[src/rtl/pix_frame_assembler_if.sv]
//------------------------------------------------------------------------------
// Module   : pix_frame_assembler_if
// Purpose  : Byte input and framebuffer write/status bundle for the assembler.
// Revision : 1.0 - initial release
//------------------------------------------------------------------------------
`default_nettype none

interface pix_frame_assembler_if #(
  parameter int ADDR_W = 15
);
  logic              i_byte_valid;
  logic [7:0]        i_byte_data;
  logic              o_wr_en;
  logic [ADDR_W-1:0] o_wr_addr;
  logic [11:0]       o_wr_data;
  logic              o_frame_done;
  logic              o_err;
  logic              o_busy;

  modport master (
    output i_byte_valid, i_byte_data,
    input  o_wr_en, o_wr_addr, o_wr_data, o_frame_done, o_err, o_busy
  );

  modport slave (
    input  i_byte_valid, i_byte_data,
    output o_wr_en, o_wr_addr, o_wr_data, o_frame_done, o_err, o_busy
  );
endinterface

`default_nettype wire

[src/rtl/pix_frame_assembler.sv]
//------------------------------------------------------------------------------
// Module   : pix_frame_assembler
// Purpose  : Turns an AA 55 framed byte stream into RGB444 framebuffer writes.
// Revision : 1.0 - initial release
//------------------------------------------------------------------------------
`default_nettype none

module pix_frame_assembler #(
  parameter int H_ACT        = 160,
  parameter int V_ACT        = 120,
  parameter int ADDR_W       = 15,
  parameter int TIMEOUT_CLKS = 104160
) (
  input  logic                  i_clk_sys,
  input  logic                  i_rst,
  pix_frame_assembler_if.slave  bus
);

  typedef enum logic [1:0] {
    IDLE   = 2'd0,
    HDR2   = 2'd1,
    PIX_HI = 2'd2,
    PIX_LO = 2'd3
  } state_t;

  localparam int                c_to_w      = $clog2(TIMEOUT_CLKS + 1);
  localparam logic [ADDR_W-1:0] c_last_addr = ADDR_W'(H_ACT * V_ACT - 1);
  localparam logic [c_to_w-1:0] c_to_max    = c_to_w'(TIMEOUT_CLKS);
  localparam logic [c_to_w-1:0] c_to_fire   = c_to_w'(TIMEOUT_CLKS - 1);

  state_t              r_state;
  state_t              w_state_nxt;
  logic                w_timeout;
  logic                w_hdr_ok;
  logic                w_red_ld;
  logic                w_pix_wr;

  logic [3:0]          r_red;
  logic [ADDR_W-1:0]   r_pix_cnt;
  logic [c_to_w-1:0]   r_to_cnt;
  logic                r_wr_en;
  logic                r_last_wr;
  logic [ADDR_W-1:0]   r_wr_addr;
  logic [11:0]         r_wr_data;
  logic                r_frame_done;
  logic                r_err;
  logic                r_busy;

  always_ff @(posedge i_clk_sys or posedge i_rst) begin
    if (i_rst) r_state <= IDLE;
    else       r_state <= w_state_nxt;
  end

  // The timeout fires on the edge where the idle count would reach TIMEOUT_CLKS
  // and takes priority over any byte strobed on that same edge.
  always_comb begin
    w_state_nxt = r_state;
    w_timeout   = 1'b0;
    w_hdr_ok    = 1'b0;
    w_red_ld    = 1'b0;
    w_pix_wr    = 1'b0;
    if (r_state != IDLE && r_to_cnt == c_to_fire) begin
      w_timeout   = 1'b1;
      w_state_nxt = IDLE;
    end else if (bus.i_byte_valid) begin
      case (r_state)
        IDLE:   if (bus.i_byte_data == 8'hAA) w_state_nxt = HDR2;
        HDR2: begin
          if (bus.i_byte_data == 8'h55) begin
            w_state_nxt = PIX_HI;
            w_hdr_ok    = 1'b1;
          end else if (bus.i_byte_data != 8'hAA) begin
            w_state_nxt = IDLE;
          end
        end
        PIX_HI: begin
          w_red_ld    = 1'b1;
          w_state_nxt = PIX_LO;
        end
        PIX_LO: begin
          w_pix_wr    = 1'b1;
          w_state_nxt = (r_pix_cnt == c_last_addr) ? IDLE : PIX_HI;
        end
        default: w_state_nxt = IDLE;
      endcase
    end
  end

  always_ff @(posedge i_clk_sys or posedge i_rst) begin
    if (i_rst) begin
      r_red        <= 4'h0;
      r_pix_cnt    <= '0;
      r_to_cnt     <= '0;
      r_wr_en      <= 1'b0;
      r_last_wr    <= 1'b0;
      r_wr_addr    <= '0;
      r_wr_data    <= 12'h000;
      r_frame_done <= 1'b0;
      r_err        <= 1'b0;
      r_busy       <= 1'b0;
    end else begin
      r_wr_en      <= w_pix_wr;
      r_frame_done <= r_wr_en && r_last_wr;
      r_err        <= w_timeout;

      if (bus.i_byte_valid && !w_timeout)
        r_to_cnt <= '0;
      else if (r_state != IDLE && r_to_cnt != c_to_max)
        r_to_cnt <= r_to_cnt + 1'b1;

      if (w_red_ld) r_red <= bus.i_byte_data[3:0];

      if (w_hdr_ok || w_timeout) r_pix_cnt <= '0;
      if (w_pix_wr) begin
        r_wr_addr <= r_pix_cnt;
        r_wr_data <= {r_red, bus.i_byte_data};
        r_pix_cnt <= r_pix_cnt + 1'b1;
        r_last_wr <= (r_pix_cnt == c_last_addr);
      end

      // A header accepted right at frame end re-arms busy over the done clear.
      if (w_timeout || (r_wr_en && r_last_wr)) r_busy <= 1'b0;
      if (w_hdr_ok)                            r_busy <= 1'b1;
    end
  end

  assign bus.o_wr_en      = r_wr_en;
  assign bus.o_wr_addr    = r_wr_addr;
  assign bus.o_wr_data    = r_wr_data;
  assign bus.o_frame_done = r_frame_done;
  assign bus.o_err        = r_err;
  assign bus.o_busy       = r_busy;

endmodule

`default_nettype wire
[src/flat_wrapper.sv]
// flat-port wrapper written by rule: the top's interface ports become plain ports
module pix_frame_assembler_flat 
#(
  parameter int H_ACT        = 160,
  parameter int V_ACT        = 120,
  parameter int ADDR_W       = 15,
  parameter int TIMEOUT_CLKS = 104160
)
  (i_clk_sys, i_rst, bus_i_byte_valid, bus_i_byte_data, bus_o_wr_en, bus_o_wr_addr, bus_o_wr_data, bus_o_frame_done, bus_o_err, bus_o_busy);
  pix_frame_assembler_if #(.ADDR_W(ADDR_W)) bus_i ();
  input  logic i_clk_sys;
  input  logic i_rst;
  input wire logic [$bits(bus_i.i_byte_valid)-1:0] bus_i_byte_valid;
  input wire logic [$bits(bus_i.i_byte_data)-1:0] bus_i_byte_data;
  output wire logic [$bits(bus_i.o_wr_en)-1:0] bus_o_wr_en;
  output wire logic [$bits(bus_i.o_wr_addr)-1:0] bus_o_wr_addr;
  output wire logic [$bits(bus_i.o_wr_data)-1:0] bus_o_wr_data;
  output wire logic [$bits(bus_i.o_frame_done)-1:0] bus_o_frame_done;
  output wire logic [$bits(bus_i.o_err)-1:0] bus_o_err;
  output wire logic [$bits(bus_i.o_busy)-1:0] bus_o_busy;
  assign bus_i.i_byte_valid = bus_i_byte_valid;
  assign bus_i.i_byte_data = bus_i_byte_data;
  assign bus_o_wr_en = bus_i.o_wr_en;
  assign bus_o_wr_addr = bus_i.o_wr_addr;
  assign bus_o_wr_data = bus_i.o_wr_data;
  assign bus_o_frame_done = bus_i.o_frame_done;
  assign bus_o_err = bus_i.o_err;
  assign bus_o_busy = bus_i.o_busy;
  pix_frame_assembler #(.H_ACT(H_ACT), .V_ACT(V_ACT), .ADDR_W(ADDR_W), .TIMEOUT_CLKS(TIMEOUT_CLKS)) u_core (.i_clk_sys(i_clk_sys), .i_rst(i_rst), .bus(bus_i));
endmodule
[config.mk]
export PLATFORM = sky130hd
export DESIGN_NAME = pix_frame_assembler_flat
export DESIGN_NICKNAME = d
export VERILOG_FILES = /design/src/rtl/pix_frame_assembler_if.sv /design/src/rtl/pix_frame_assembler.sv /design/src/flat_wrapper.sv
export SDC_FILE = /design/constraint.sdc
export NUM_CORES = 1
export LEC_CHECK = 0
export CAP_MARGIN = 20
export CORE_ASPECT_RATIO = 2
export CORE_UTILIZATION = 45
export CTS_CLUSTER_SIZE = 20
export DETAILED_ROUTE_END_ITERATION = 6
export PLACE_DENSITY_LB_ADDON = 0.1
export SLEW_MARGIN = 20
export SYNTH_ARGS = -nofsm -noshare
export SYNTH_HDL_FRONTEND = slang
export SYNTH_SLANG_ARGS = --single-unit
[constraint.sdc]
create_clock -name i_clk_sys -period 4.79 [get_ports i_clk_sys]
set_input_delay 0.479 -clock i_clk_sys [delete_from_list [all_inputs] [get_ports i_clk_sys]]
set_output_delay 0.479 -clock i_clk_sys [all_outputs]
set_load 0.01 [all_outputs]
## Word level (Yosys, flattened, before mapping)

Cells that the tools add are included.

| operators by class | value |
|---|---|
| add/sub/neg operators | 2 |
| equality and inequality tests | 11 |
| mux-type cells | 24 |
| reductions and logical operators | 14 |

Operators with widths:

| operator | count |
|---|---|
| $mux 17 | 2 |
| $mux 15 | 2 |
| $add 17x1->17 const B | 1 |
| $eq 17x17->1 const B | 1 |
| $ne 17x17->1 const B | 1 |
| $add 15x1->15 const B | 1 |
| $eq 15x15->1 const B | 1 |
| $mux 1 | 13 |
| $mux 2 | 6 |
| $reduce_bool 2->1 | 5 |
| $eq 8x7->1 const B | 1 |
| $eq 8x8->1 const B | 1 |
| $ne 8x8->1 const B | 1 |
| $pmux 2 s4 | 1 |
| $eq 2x2->1 const B | 2 |
| $logic_and 1x1->1 | 4 |
| $ne 4x1->1 const B | 1 |
| $ne 3x1->1 const B | 1 |
| $reduce_and 3->1 | 1 |
| $eq 2x1->1 const B | 1 |
| $logic_not 2->1 | 1 |
| $logic_or 1x1->1 | 2 |
| $logic_not 1->1 | 1 |

| word-level totals | value |
|---|---|
| register bits after elaboration | 70 |
| input port bits | 11 |
| output and inout port bits | 31 |
| logic and storage cells | 62 |

## Logic depth before layout (Yosys ltp)

Gate-level depths: netlist (run 1).

| logic depth | value |
|---|---|
| depth in word-level cells | 8 |
| gate-level depth with buffers | 8 |
| depth with buffers taken out | 7 |

## Worst setup path after synthesis (run 1)

No wires, ideal clock.

| timing | value |
|---|---|
| kind | register to register |
| start point | register u_core.r_to_cnt[0] |
| end point | register u_core.r_to_cnt[3] |
| library setup time | 86 ps |
| arrival | 2027 ps |
| data required time | 4704 ps |
| slack | 2677 ps |
| stages on the path, launching flop included | 8 |
| path buffers | 0 |
| clock period less this slack | 2113 ps |
| cell sequence | dfrtp_1 inv_1 ha_1 or4b_2 or3_1 o22a_1 mux2i_1 nor3_1 |

| between the ends | value |
|---|---|
| cells in the longest elaborated chain, start to end | 6 |
| elaborated cells on any way between the ends | 11 |
| those cells by class | 1 x add/sub; 2 x eq/ne; 3 x mux; 5 x reduce/logical |

RTL lines:

| element | line | RTL |
|---|---|---|
| start, declared | pix_frame_assembler.sv:40 | `logic [c_to_w-1:0] r_to_cnt;` |
| start signal, assigned | pix_frame_assembler.sv:109 | `r_to_cnt <= r_to_cnt + 1'b1;` |
| parallel branches: the longest is 6 deep, another holds $add 17x1->17 | - |  |

Parallel ways; which one is timed is not known. The select of a mux whose other input is x is not followed.
A chain may end at the register's enable or synchronous reset.

## Worst setup path in the final report (run 1)

| timing | value |
|---|---|
| start point | register u_core.r_to_cnt[1] |
| end point | register u_core.r_wr_addr[4], in the netlist u_core.bus.o_wr_addr[4] |

| between the ends | value |
|---|---|
| cells in the longest elaborated chain, start to end | 3 |

RTL lines:

| element | line | RTL |
|---|---|---|
| $eq 17x17->1 | pix_frame_assembler.sv:62 | `if (r_state != IDLE && r_to_cnt == c_to_fire) begin` |
| $logic_and 1x1->1 | pix_frame_assembler.sv:62 |  |
| $mux 1 | pix_frame_assembler.sv:62 |  |
| end signal, assigned | pix_frame_assembler.sv:115 | `r_wr_addr <= r_pix_cnt;` |
| end, declared | pix_frame_assembler.sv:43 | `logic [ADDR_W-1:0] r_wr_addr;` |

Every way passes these cells.

==> out/metrics.yaml, run 1 <==
synth-edff-count: 0
worstMarginPinSlew_ps: 931
yosysTopAreaCell: "dfrtp_1"
wl_um: 7080
start_util_pct: 46.2
min_from: "u_core.r_last_wr$_DFFE_PP0P_"
seq_area_frac_synth_pct: 52.6
path_class: "register to register"
grt_max_degree: 47
wire_per_inst_um: 15.9
finalSetupViolations: 0
setup.worst_path.start_class: "register"
via_count: 2477
clkPwrFrac_pct: 51.1
clkTransAtPathRegs_ps: 50
crit_required_ps: 5000
drv_cap: 0
crit-reg2reg-launch: "u_core.r_to_cnt[1]$_DFFE_PP0P_"
finalCritPeriodShare_pct: 50.6
outcome: "complete, no violations"
final_cell_mix: "dfrtp_1 (70), clkdlybuf4s50_1 (41), nor2_1 (36)"
clock_latency_ps: 330
finalHoldViolations: 0
cts_tree: "done"
cts_buffer_depth: 2
postPlaceCellArea_mm2: 0.00382
ir_drop_mv: 0.255
p_seq_share_pct: 43.5
layout_commonest_cell: "dfrtp_1"
layout-drive-gt1-share_pct: 17.0
p_per_area_mw_per_mm2: 343
leakage_uw: 0.00180
synth.top_cell.area_share_pct: 52.6
regArea_mm2: 0.00175
nFillCells: 618
maxSlewHeadroom_pct: 37.9
hold_buffers: 0
synthTopCellsByArea: "dfrtp_1 (53%), mux2_2 (7.8%), nor2_1 (4.2%)"
chipHeight_um: 124
clkSinkCount: 70
core-area_mm2: 0.00721
synth_fp_nets: 318
rsz0062_at_grt: "false"
p_int_uw: 1140
dieWidth_um: 62.9
drv_slew: 0
htreeDepth: 3
syn_inst: 304
pwr-share-comb_pct: 5.4
post-cts-setup-buffers: 0
ys_async_sr_fraction_pct: 100
drt_first_pass_iters: 4
cts-root-buf: "clkbuf_16"
hold_path.class: "register to register"
ant_nets: 0
min_period_ps: 2420
startpoint: "u_core.r_to_cnt[1]$_DFFE_PP0P_"
fmax_ghz: 0.413
synth-seq-cells: 70
grt.overflow.total: 0
first_iter_violations: 145
cts_resized: 0
syn_area_mm2: 0.00333
cts_buffers: 9
clock_skew_ps: 4.91
ys.warnings.count: 0
syn_avg_cell_area_um2: 11.0
p_sw_share_pct: 19.8
ys.flop_type: "dfrtp_1"
end_kind: "register"
portBuffers: 41
diodes: 0
grt_use_total_pct: 20.3
first_global_vias: 2426
gp_congestion: 0.843
area_growth_pct: 24.7
layout.nets: 361
setup_tns_ps: 0
postLayoutCellArea_mm2: 0.00416
yosys.cell_types.count: 46
p_sw_uw: 282
critPathMaxFanout: 25
ios: 42
critPathArrivalTime_ps: 2630
hpwl_um: 5180
die_area_mm2: 0.00778
antenna_found_initial: 0
multi_input_area_mm2: 0.00149
grt_pass1_wl_um: 11800
vias_per_cell: 5.58
fp-row-count: 44
drc: 0
==> cell type report <==
cell class | instances | area share (%)
sequential | 70 | 42.1
multi-input combinational | 214 | 35.9
timing repair buffer | 44 | 10.4
clock buffer | 13 | 6.50
tap | 92 | 2.77
clock inverter | 3 | 1.56
inverter | 8 | 0.722
==> cells by family (layout without fill, tap and decap cells) <==
group | Yosys count | in the layout | share of synthesized area, %
and+or+nand+nor | 120 | 120 | 19.3
DFF | 70 | 70 | 52.6
AOI/OAI and AO/OA | 43 | 43 | 8.03
muxes | 35 | 35 | 12.7
buffers and inverters | 20 | 68 | 2.89
xor gates and xnor gates | 13 | 13 | 3.42
adders and majority gates | 3 | 3 | 1.13
==> power by group through the flow <==
stage / logic, uW / clock network [uW] / registers, uW
3_5_place_dp: 79.1 / 0 / 631
2_1_floorplan: 40.7 / 0 / 630
6_report: 77.2 / 728 / 621
4_1_cts: 79.4 / 746 / 621
5_1_grt: 85.9 / 771 / 623
3_3_place_gp: 78.2 / 0 / 630
==> synth_stat cells, types with 2 or more instances <==
library cell  count
nand4b_1          2
nand2b_1          2
and3_1            2
mux2i_1           3
nor4bb_1          3
or2_2             2
or3_1             5
nor3_1           11
nand3_1          16
o21ai_0          13
clkbuf_1          7
xnor2_1           5
ha_1              3
dfrtp_1          70
nor2_1           37
inv_1             8
nor4b_1           2
nand2_1          13
nand4_1           8
buf_2             2
mux2_2           23
a31oi_1           6
xor2_1            8
nor4_1            6
mux2_4            9
buf_6             2
a211oi_1          3
or4b_2            2
a21oi_1          14
==> state kept, by name, indices dropped and copies added (netlist names), 2 cells and up <==
signal                cells
u_core.r_pix_cnt         15
u_core.r_to_cnt          17
u_core.r_state            2
u_core.r_red              4
u_core.bus.o_wr_data     12
u_core.bus.o_wr_addr     15
==> routing by layer <==
metal	GRT usage, %	vias up	share of wire, %
li1	-	1183	-
met1	21.4	1218	38
met2	36.5	58	56
met3	4.67	18	3.1
met4	11.5	0	3.1
met5	0	-	0
==> stage by stage <==
step	hold slack (ps)	instances	setup WS [ps]	util (%)	power (uW)
4_1_cts	501	444	2340	57.7	1450
3_5_place_dp	489	428	2250	53.0	710
6_report	496	444	2370	57.7	1430
2_1_floorplan	447	304	2540	-	670
5_1_grt	523	444	2140	57.7	1480
3_3_place_gp	482	428	2290	53.0	709
==> final timing paths <==
| path | to | slack, ps | cells after the start |
|---|---|---|---|
| worst max-delay path | u_core.bus.o_wr_addr[4]$_DFFE_PP0P_ | 2370 | 7 |
| worst min-delay path | u_core.bus.o_frame_done$_DFF_PP0_ | 500 | 2 |
| worst max register to register | u_core.bus.o_wr_addr[4]$_DFFE_PP0P_ | 2370 | 7 |
| worst min register to register | u_core.bus.o_frame_done$_DFF_PP0_ | 500 | 2 |
| max in group asynchronous | u_core.bus.o_wr_data[2]$_DFFE_PP0P_ | 3250 | 3 |
| min in group asynchronous | u_core.bus.o_wr_addr[10]$_DFFE_PP0P_ | 680 | 2 |
==> worst max-delay path: stages, from the launching register on <==
cell,delay [ps]
dfrtp_1,450
ha_1,210
nand2_1,140
or2_1,330
nor4_4,400
nor2_2,150
buf_4,280
mux2_4,330
Power figures use the tool's default switching activity.
==> run 2, diff against run 1 <==
==> constraint.sdc (replaced) <==
create_clock -name i_clk_sys -period 2.18 [get_ports i_clk_sys]
set_input_delay 0.218 -clock i_clk_sys [delete_from_list [all_inputs] [get_ports i_clk_sys]]
set_output_delay 0.218 -clock i_clk_sys [all_outputs]
set_load 0.01 [all_outputs]
==> run 2 against run 1 <==
  * Clock-buffer cell count unchanged
  * First-iteration DRC count decreased by 18%
  * Flip-flop and latch count is the same
  * Sequential share of layout area decreased by 1.3 points
  * Worst hold slack worse by 240 ps
  * Total power is 110% higher
  * Fmax grew 17%
  * Utilization is 1.8 points higher
==> out/metrics.yaml, run 2 (same netlist as run 1, synthesis figures left out) <==
crit_required_ps: 2390  # -2610 ps
dieWidth_um: 62.9  # unchanged
drv_cap: 0  # unchanged
vias_per_cell: 5.48  # -1.7%
drv_slew: 0  # unchanged
layout_commonest_cell: "dfrtp_1"
cpMaxStageDelayCell: "dfrtp_1"
final_cell_mix: "dfrtp_1 (70), clkdlybuf4s50_1 (41), nor2_1 (36)"
finalHoldViolations: 0  # unchanged
layout.nets: 377  # +4.4%
critPathArrivalTime_ps: 2290  # -340 ps
reg2reg_to: "u_core.bus.o_wr_data[2]$_DFFE_PP0P_"
htreeDepth: 3  # unchanged
area_growth_pct: 28.6
leakage_uw: 0.00187  # +4.3%
clock_skew_ps: 3.61  # -1.30 ps
fp-row-count: 44  # unchanged
setup_tns_ps: 0  # unchanged
finalSetupViolations: 0  # unchanged
via_count: 2522  # +1.8%
cts_buffer_depth: 2  # unchanged
fin_cells: 460  # +3.6%
cts_tree: "done"
min_period_ps: 2080  # -345 ps
p_int_uw: 2380  # +110%
drt_first_pass_iters: 4  # unchanged
first_global_vias: 2674  # +10%
p_sw_uw: 620  # +120%
worstMarginPinSlew_ps: 714  # -217 ps
grt_pass1_wl_um: 12700  # +7.0%
drc: 0  # unchanged
setup.worst_path.start_class: "register"
fmax_ghz: 0.481  # +17%
finalCritPeriodShare_pct: 95.3  # +45 points
ff2ff_setup_slack_ps: 100  # -2260 ps
largest_reg_flops: 17  # unchanged
clkTransAtPathRegs_ps: 50  # about the same
maxSlewHeadroom_pct: 52.3  # +14 points
ir_drop_mv: 0.581  # +130%
hpwl_um: 5480  # +5.9%
grt.overflow.total: 0  # unchanged
clkPwrFrac_pct: 48.4  # -2.7 points
pwr-share-comb_pct: 6.5  # +1.1 points
end_kind: "register"
outcome: "complete, no violations"
layout-drive-gt1-share_pct: 21.2  # +4.2 points
hold_path.class: "input pin to async pin"
ant_nets: 0  # unchanged
dpl.cell_count: 443  # +3.5%
critPathMaxStageDelay_ps: 440  # about the same
critPathMaxFanout: 14  # -44%
chipHeight_um: 124  # unchanged
core-area_mm2: 0.00721  # unchanged
grt_max_degree: 71  # +51%
cp_cell_sequence: "nor4b_2, nand4_1, nor4_4, nor2_2, buf_4, mux2_2"
clock_latency_ps: 330  # about the same
p_per_area_mw_per_mm2: 700  # +100%
crit-reg2reg-launch: "u_core.r_to_cnt[11]$_DFFE_PP0P_"
path_class: "register to register"
p_sw_share_pct: 20.7  # +0.89 points
gp_congestion: 0.855  # +1.4%
wl_um: 7570  # +7.0%
portBuffers: 41  # unchanged
cts-root-buf: "clkbuf_16"
diodes: 0  # unchanged
wire_per_inst_um: 16.5  # +3.3%
ios: 42  # unchanged
p_seq_share_pct: 45.1  # +1.6 points
cts_buffers: 9  # unchanged
clkSinkCount: 70  # unchanged
grt_use_total_pct: 21.9  # +1.6 points
regMostFlops: "u_core.r_to_cnt"
die_area_mm2: 0.00778  # unchanged
reg2regPathDepth: 6  # -1
antenna_found_initial: 0  # unchanged
first_iter_violations: 119  # -18%
start_util_pct: 46.2  # unchanged
hold_buffers: 0  # unchanged
## run 2: layer usage
layer	share of wire (%)	wire (um)	track usage, %
met3	2.4	181	4.03
met2	58	4400	42.1
met5	0	0	0
met4	3.5	262	15.3
met1	36	2730	20.3
## run 2: repair_timing
action / in CTS / in global routing
setup endpoints to repair: 3 / 30
pin swaps: 0 / 4
setup buffers: 0 / 1
gates resized for setup: 1 / 4
## run 2: how the worst max path moves through the flow
stage | start | end | cells after the start
after CTS | u_core.r_to_cnt[1]$_DFFE_PP0P_ | u_core.r_to_cnt[3]$_DFFE_PP0P_ | 7
after global routing | u_core.r_to_cnt[11]$_DFFE_PP0P_ | u_core.bus.o_wr_data[2]$_DFFE_PP0P_ | 6
after floorplan | u_core.r_to_cnt[0]$_DFFE_PP0P_ | u_core.r_to_cnt[3]$_DFFE_PP0P_ | 7
final | u_core.r_to_cnt[11]$_DFFE_PP0P_ | u_core.bus.o_wr_data[2]$_DFFE_PP0P_ | 6
after global placement | u_core.r_to_cnt[0]$_DFFE_PP0P_ | u_core.r_to_cnt[2]$_DFFE_PP0P_ | 6
after detailed placement | u_core.r_to_cnt[1]$_DFFE_PP0P_ | u_core.r_to_cnt[3]$_DFFE_PP0P_ | 7
## run 2: stage by stage
step / instance area, um^2 / power (uW) / util [%] / hold slack (ps) / worst slack (ps)
final: 4290 / 3000 / 59.4 / 255 / 102
after global routing: 4290 / 3130 / 59.4 / 335 / -4.12
after global placement: 3950 / 1570 / 54.8 / 488 / 27.9
after CTS: 4260 / 3050 / 59.0 / 287 / 15.0
after floorplan: 3330 / 1470 / - / 370 / 67.0
after detailed placement: 3950 / 1570 / 54.8 / 491 / -11.4
## run 2: area by class of cell
class | instances | area (um^2)
sequential | 70 | 1750
tap | 92 | 115
fill | 604 | 2930
clock buffer | 13 | 260
timing repair buffer | 60 | 578
inverter | 8 | 30.0
clock inverter | 3 | 42.5
multi-input combinational | 214 | 1510
## run 2: worst max-delay path: cells and delay by family (launching register included)
| family | cells | cell delay [ps] |
|---|---|---|
| buf+inv | 1 | 210 |
| flops | 1 | 440 |
| mux | 1 | 280 |
| simple gates | 4 | 1030 |
## run 2: power by group through the flow
stage / sequential (uW) / clock, uW / combinational [uW]
final: 1350 / 1450 / 195
after global placement: 1380 / 0 / 192
after CTS: 1350 / 1500 / 196
after detailed placement: 1380 / 0 / 194
after floorplan: 1380 / 0 / 89.4
after global routing: 1360 / 1560 / 216
==> run 3, diff against run 2 <==
--- a/config.mk
+++ b/config.mk
@@ -5,13 +5,13 @@
 export SDC_FILE = /design/constraint.sdc
 export NUM_CORES = 1
 export LEC_CHECK = 0
+export ABC_CLOCK_PERIOD_IN_PS = 2180
 export CAP_MARGIN = 20
 export CORE_ASPECT_RATIO = 2
 export CORE_UTILIZATION = 45
 export CTS_CLUSTER_SIZE = 20
 export DETAILED_ROUTE_END_ITERATION = 6
 export PLACE_DENSITY_LB_ADDON = 0.1
-export SLEW_MARGIN = 20
 export SYNTH_ARGS = -nofsm -noshare
 export SYNTH_HDL_FRONTEND = slang
 export SYNTH_SLANG_ARGS = --single-unit
==> run 3 against run 2 <==
  * Register-to-register slack about the same
  * Critical endpoint is now u_core.bus.o_wr_addr[6]$_DFFE_PP0P_
  * Clock skew rose by 1.6 ps
  * Worst hold slack lost 4.7 ps
  * Largest cell class unchanged
  * Via count decreased by 0.56%
  * Sequential share of layout area is essentially flat
  * Largest power group unchanged
==> out/metrics.yaml, run 3 (same netlist as run 1, synthesis figures left out) <==
finalSetupViolations: 0  # unchanged
crit-reg2reg-launch: "u_core.r_to_cnt[11]$_DFFE_PP0P_"
grt_pass1_wl_um: 12700  # unchanged
dieWidth_um: 62.9  # unchanged
setup_ws_ps: 101  # -1.30 ps
htreeDepth: 3  # unchanged
setup_tns_ps: 0  # unchanged
finalCritPeriodShare_pct: 95.4  # about the same
core-area_mm2: 0.00721  # unchanged
start_util_pct: 46.2  # unchanged
drc: 0  # unchanged
drv_slew: 0  # unchanged
grt.overflow.total: 0  # unchanged
place_worst_setup_slack_ps: -11.4  # unchanged
wl_met2_um: 4330  # -1.7%
first_iter_violations: 145  # +22%
cts_buffers: 9  # unchanged
critPathMaxFanout: 15  # +1
min_period_ps: 2080  # +1.30 ps
leakage_uw: 0.00187  # -0.23%
gp_congestion: 0.855  # unchanged
dpl.cell_count: 443  # unchanged
hold_path.class: "input pin to async pin"
outcome: "complete, no violations"
ios: 42  # unchanged
drv_cap: 0  # unchanged
clkSinkCount: 70  # unchanged
clkTransAtPathRegs_ps: 50  # about the same
cts_buffer_depth: 2  # unchanged
finalHoldViolations: 0  # unchanged
regMostFlops: "u_core.r_to_cnt"
vias_per_cell: 5.45  # -0.56%
wl_met3_um: 184  # +1.7%
pwr-share-comb_pct: 6.5  # about the same
fmax_ghz: 0.481  # about the same
ir_drop_mv: 0.581  # about the same
clock_skew_ps: 5.26  # +1.65 ps
largest_reg_flops: 17  # unchanged
p_sw_share_pct: 20.6  # -0.038 points
diodes: 0  # unchanged
rsz0062_at_grt: "false"
grt_max_degree: 71  # unchanged
layout.nets: 377  # unchanged
die_area_mm2: 0.00778  # unchanged
post-cts-setup-buffers: 0  # unchanged
via_count: 2508  # -0.56%
critPathArrivalTime_ps: 2290  # about the same
grt_use_total_pct: 21.9  # unchanged
p_sw_uw: 618  # -0.19%
area_growth_pct: 28.8
p_int_uw: 2380  # about the same
antenna_found_initial: 0  # unchanged
fin_cells: 460  # unchanged
final_cell_mix: "dfrtp_1 (69), clkdlybuf4s50_1 (41), nor2_1 (37)"
highest_layer: "met4"
first_global_vias: 2674  # unchanged
setup.worst_path.start_class: "register"
wl_um: 7540  # -0.49%
hold_buffers: 0  # unchanged
p_seq_share_pct: 45.1  # about the same
clkPwrFrac_pct: 48.4  # about the same
ff2ff_setup_slack_ps: 100  # about the same
path_class: "register to register"
met1_length_um: 2730  # unchanged
cpMaxStageDelayCell: "dfrtp_2"
end_kind: "register"
hpwl_um: 5480  # unchanged
maxSlewHeadroom_pct: 59.1  # +6.8 points
nFillCells: 611  # +1.2%
wire_per_inst_um: 16.4  # -0.49%
p_per_area_mw_per_mm2: 699  # -0.15%
drt_first_pass_iters: 4  # unchanged
layout_commonest_cell: "dfrtp_1"
critPathMaxStageDelay_ps: 450  # about the same
worstMarginPinSlew_ps: 608  # -106 ps
cp_cell_sequence: "nor4b_4, nand4_1, nor4_4, nor2_2, buf_12, mux2_4"
power_uw: 3000  # about the same
portBuffers: 41  # unchanged
layout-drive-gt1-share_pct: 20.9  # -0.27 points
cts_tree: "done"
ant_nets: 0  # unchanged
fp-row-count: 44  # unchanged
cts-root-buf: "clkbuf_16"
chipHeight_um: 124  # unchanged
reg2reg_to: "u_core.bus.o_wr_addr[6]$_DFFE_PP0P_"
crit_required_ps: 2390  # about the same
reg2regPathDepth: 6  # unchanged
clock_latency_ps: 330  # about the same
run 3: cell counts in the layout (fill, tap and decap cells not counted):
Identical to the previous run, type by type.
run 3: repair_timing:
item / in CTS / in global routing
gates cloned: 0 / 0
pin swaps: 0 / 6
endpoints found under the setup margin: 3 / 22
resized for setup: 1 / 6
run 3: worst max-delay path, delay by kind of cell, from the launching register on:
family,cells,cell delay [ps]
buffers and inverters,1,170
flip-flops,1,450
multiplexers,1,300
AND/OR/NAND/NOR,4,1030
run 3: worst max-delay path by stage:
stage / from / end / slack (ps) / cells after the start
finish: u_core.r_to_cnt[11]$_DFFE_PP0P_ / u_core.bus.o_wr_addr[6]$_DFFE_PP0P_ / 100 / 6
global route: u_core.r_state[0]$_DFFE_PP0P_ / u_core.r_red[1]$_DFFE_PP0P_ / 10 / 5
CTS: u_core.r_to_cnt[1]$_DFFE_PP0P_ / u_core.r_to_cnt[3]$_DFFE_PP0P_ / 10 / 7
detailed placement: u_core.r_to_cnt[1]$_DFFE_PP0P_ / u_core.r_to_cnt[3]$_DFFE_PP0P_ / -10 / 7
global placement: u_core.r_to_cnt[0]$_DFFE_PP0P_ / u_core.r_to_cnt[2]$_DFFE_PP0P_ / 30 / 6
floorplan: u_core.r_to_cnt[0]$_DFFE_PP0P_ / u_core.r_to_cnt[3]$_DFFE_PP0P_ / 70 / 7
run 3: layout make-up:
| class | instances | area, um^2 | share of cell area, % |
|---|---|---|---|
| clock buffer | 13 | 260 | 6.06 |
| timing repair buffer | 60 | 582 | 13.6 |
| sequential | 70 | 1750 | 40.8 |
| clock inverter | 3 | 42.5 | 0.991 |
| inverter | 8 | 30.0 | 0.700 |
| tap | 92 | 115 | 2.68 |
| multi-input combinational | 214 | 1510 | 35.2 |
run 3: through the flow:
step / area (um^2) / hold WS, ps / utilization (%)
6_report: 4290 / 251 / 59.5
3_3_place_gp: 3950 / 488 / 54.8
3_5_place_dp: 3950 / 491 / 54.8
5_1_grt: 4290 / 335 / 59.5
2_1_floorplan: 3330 / 370 / -
4_1_cts: 4260 / 287 / 59.0
run 3: per-layer routing:
layer	GRT usage, %	vias up
met4	15.3	0
met2	42.1	45
met3	4.03	17
li1	-	1213
met5	0	-
met1	20.3	1233
run 3: power by group through the flow:
stage	clock network, uW	registers, uW	logic (uW)
final	1450	1350	196
after global routing	1560	1360	216
after CTS	1500	1350	196
after detailed placement	0	1380	194
after global placement	0	1380	192
after floorplan	0	1380	89.4
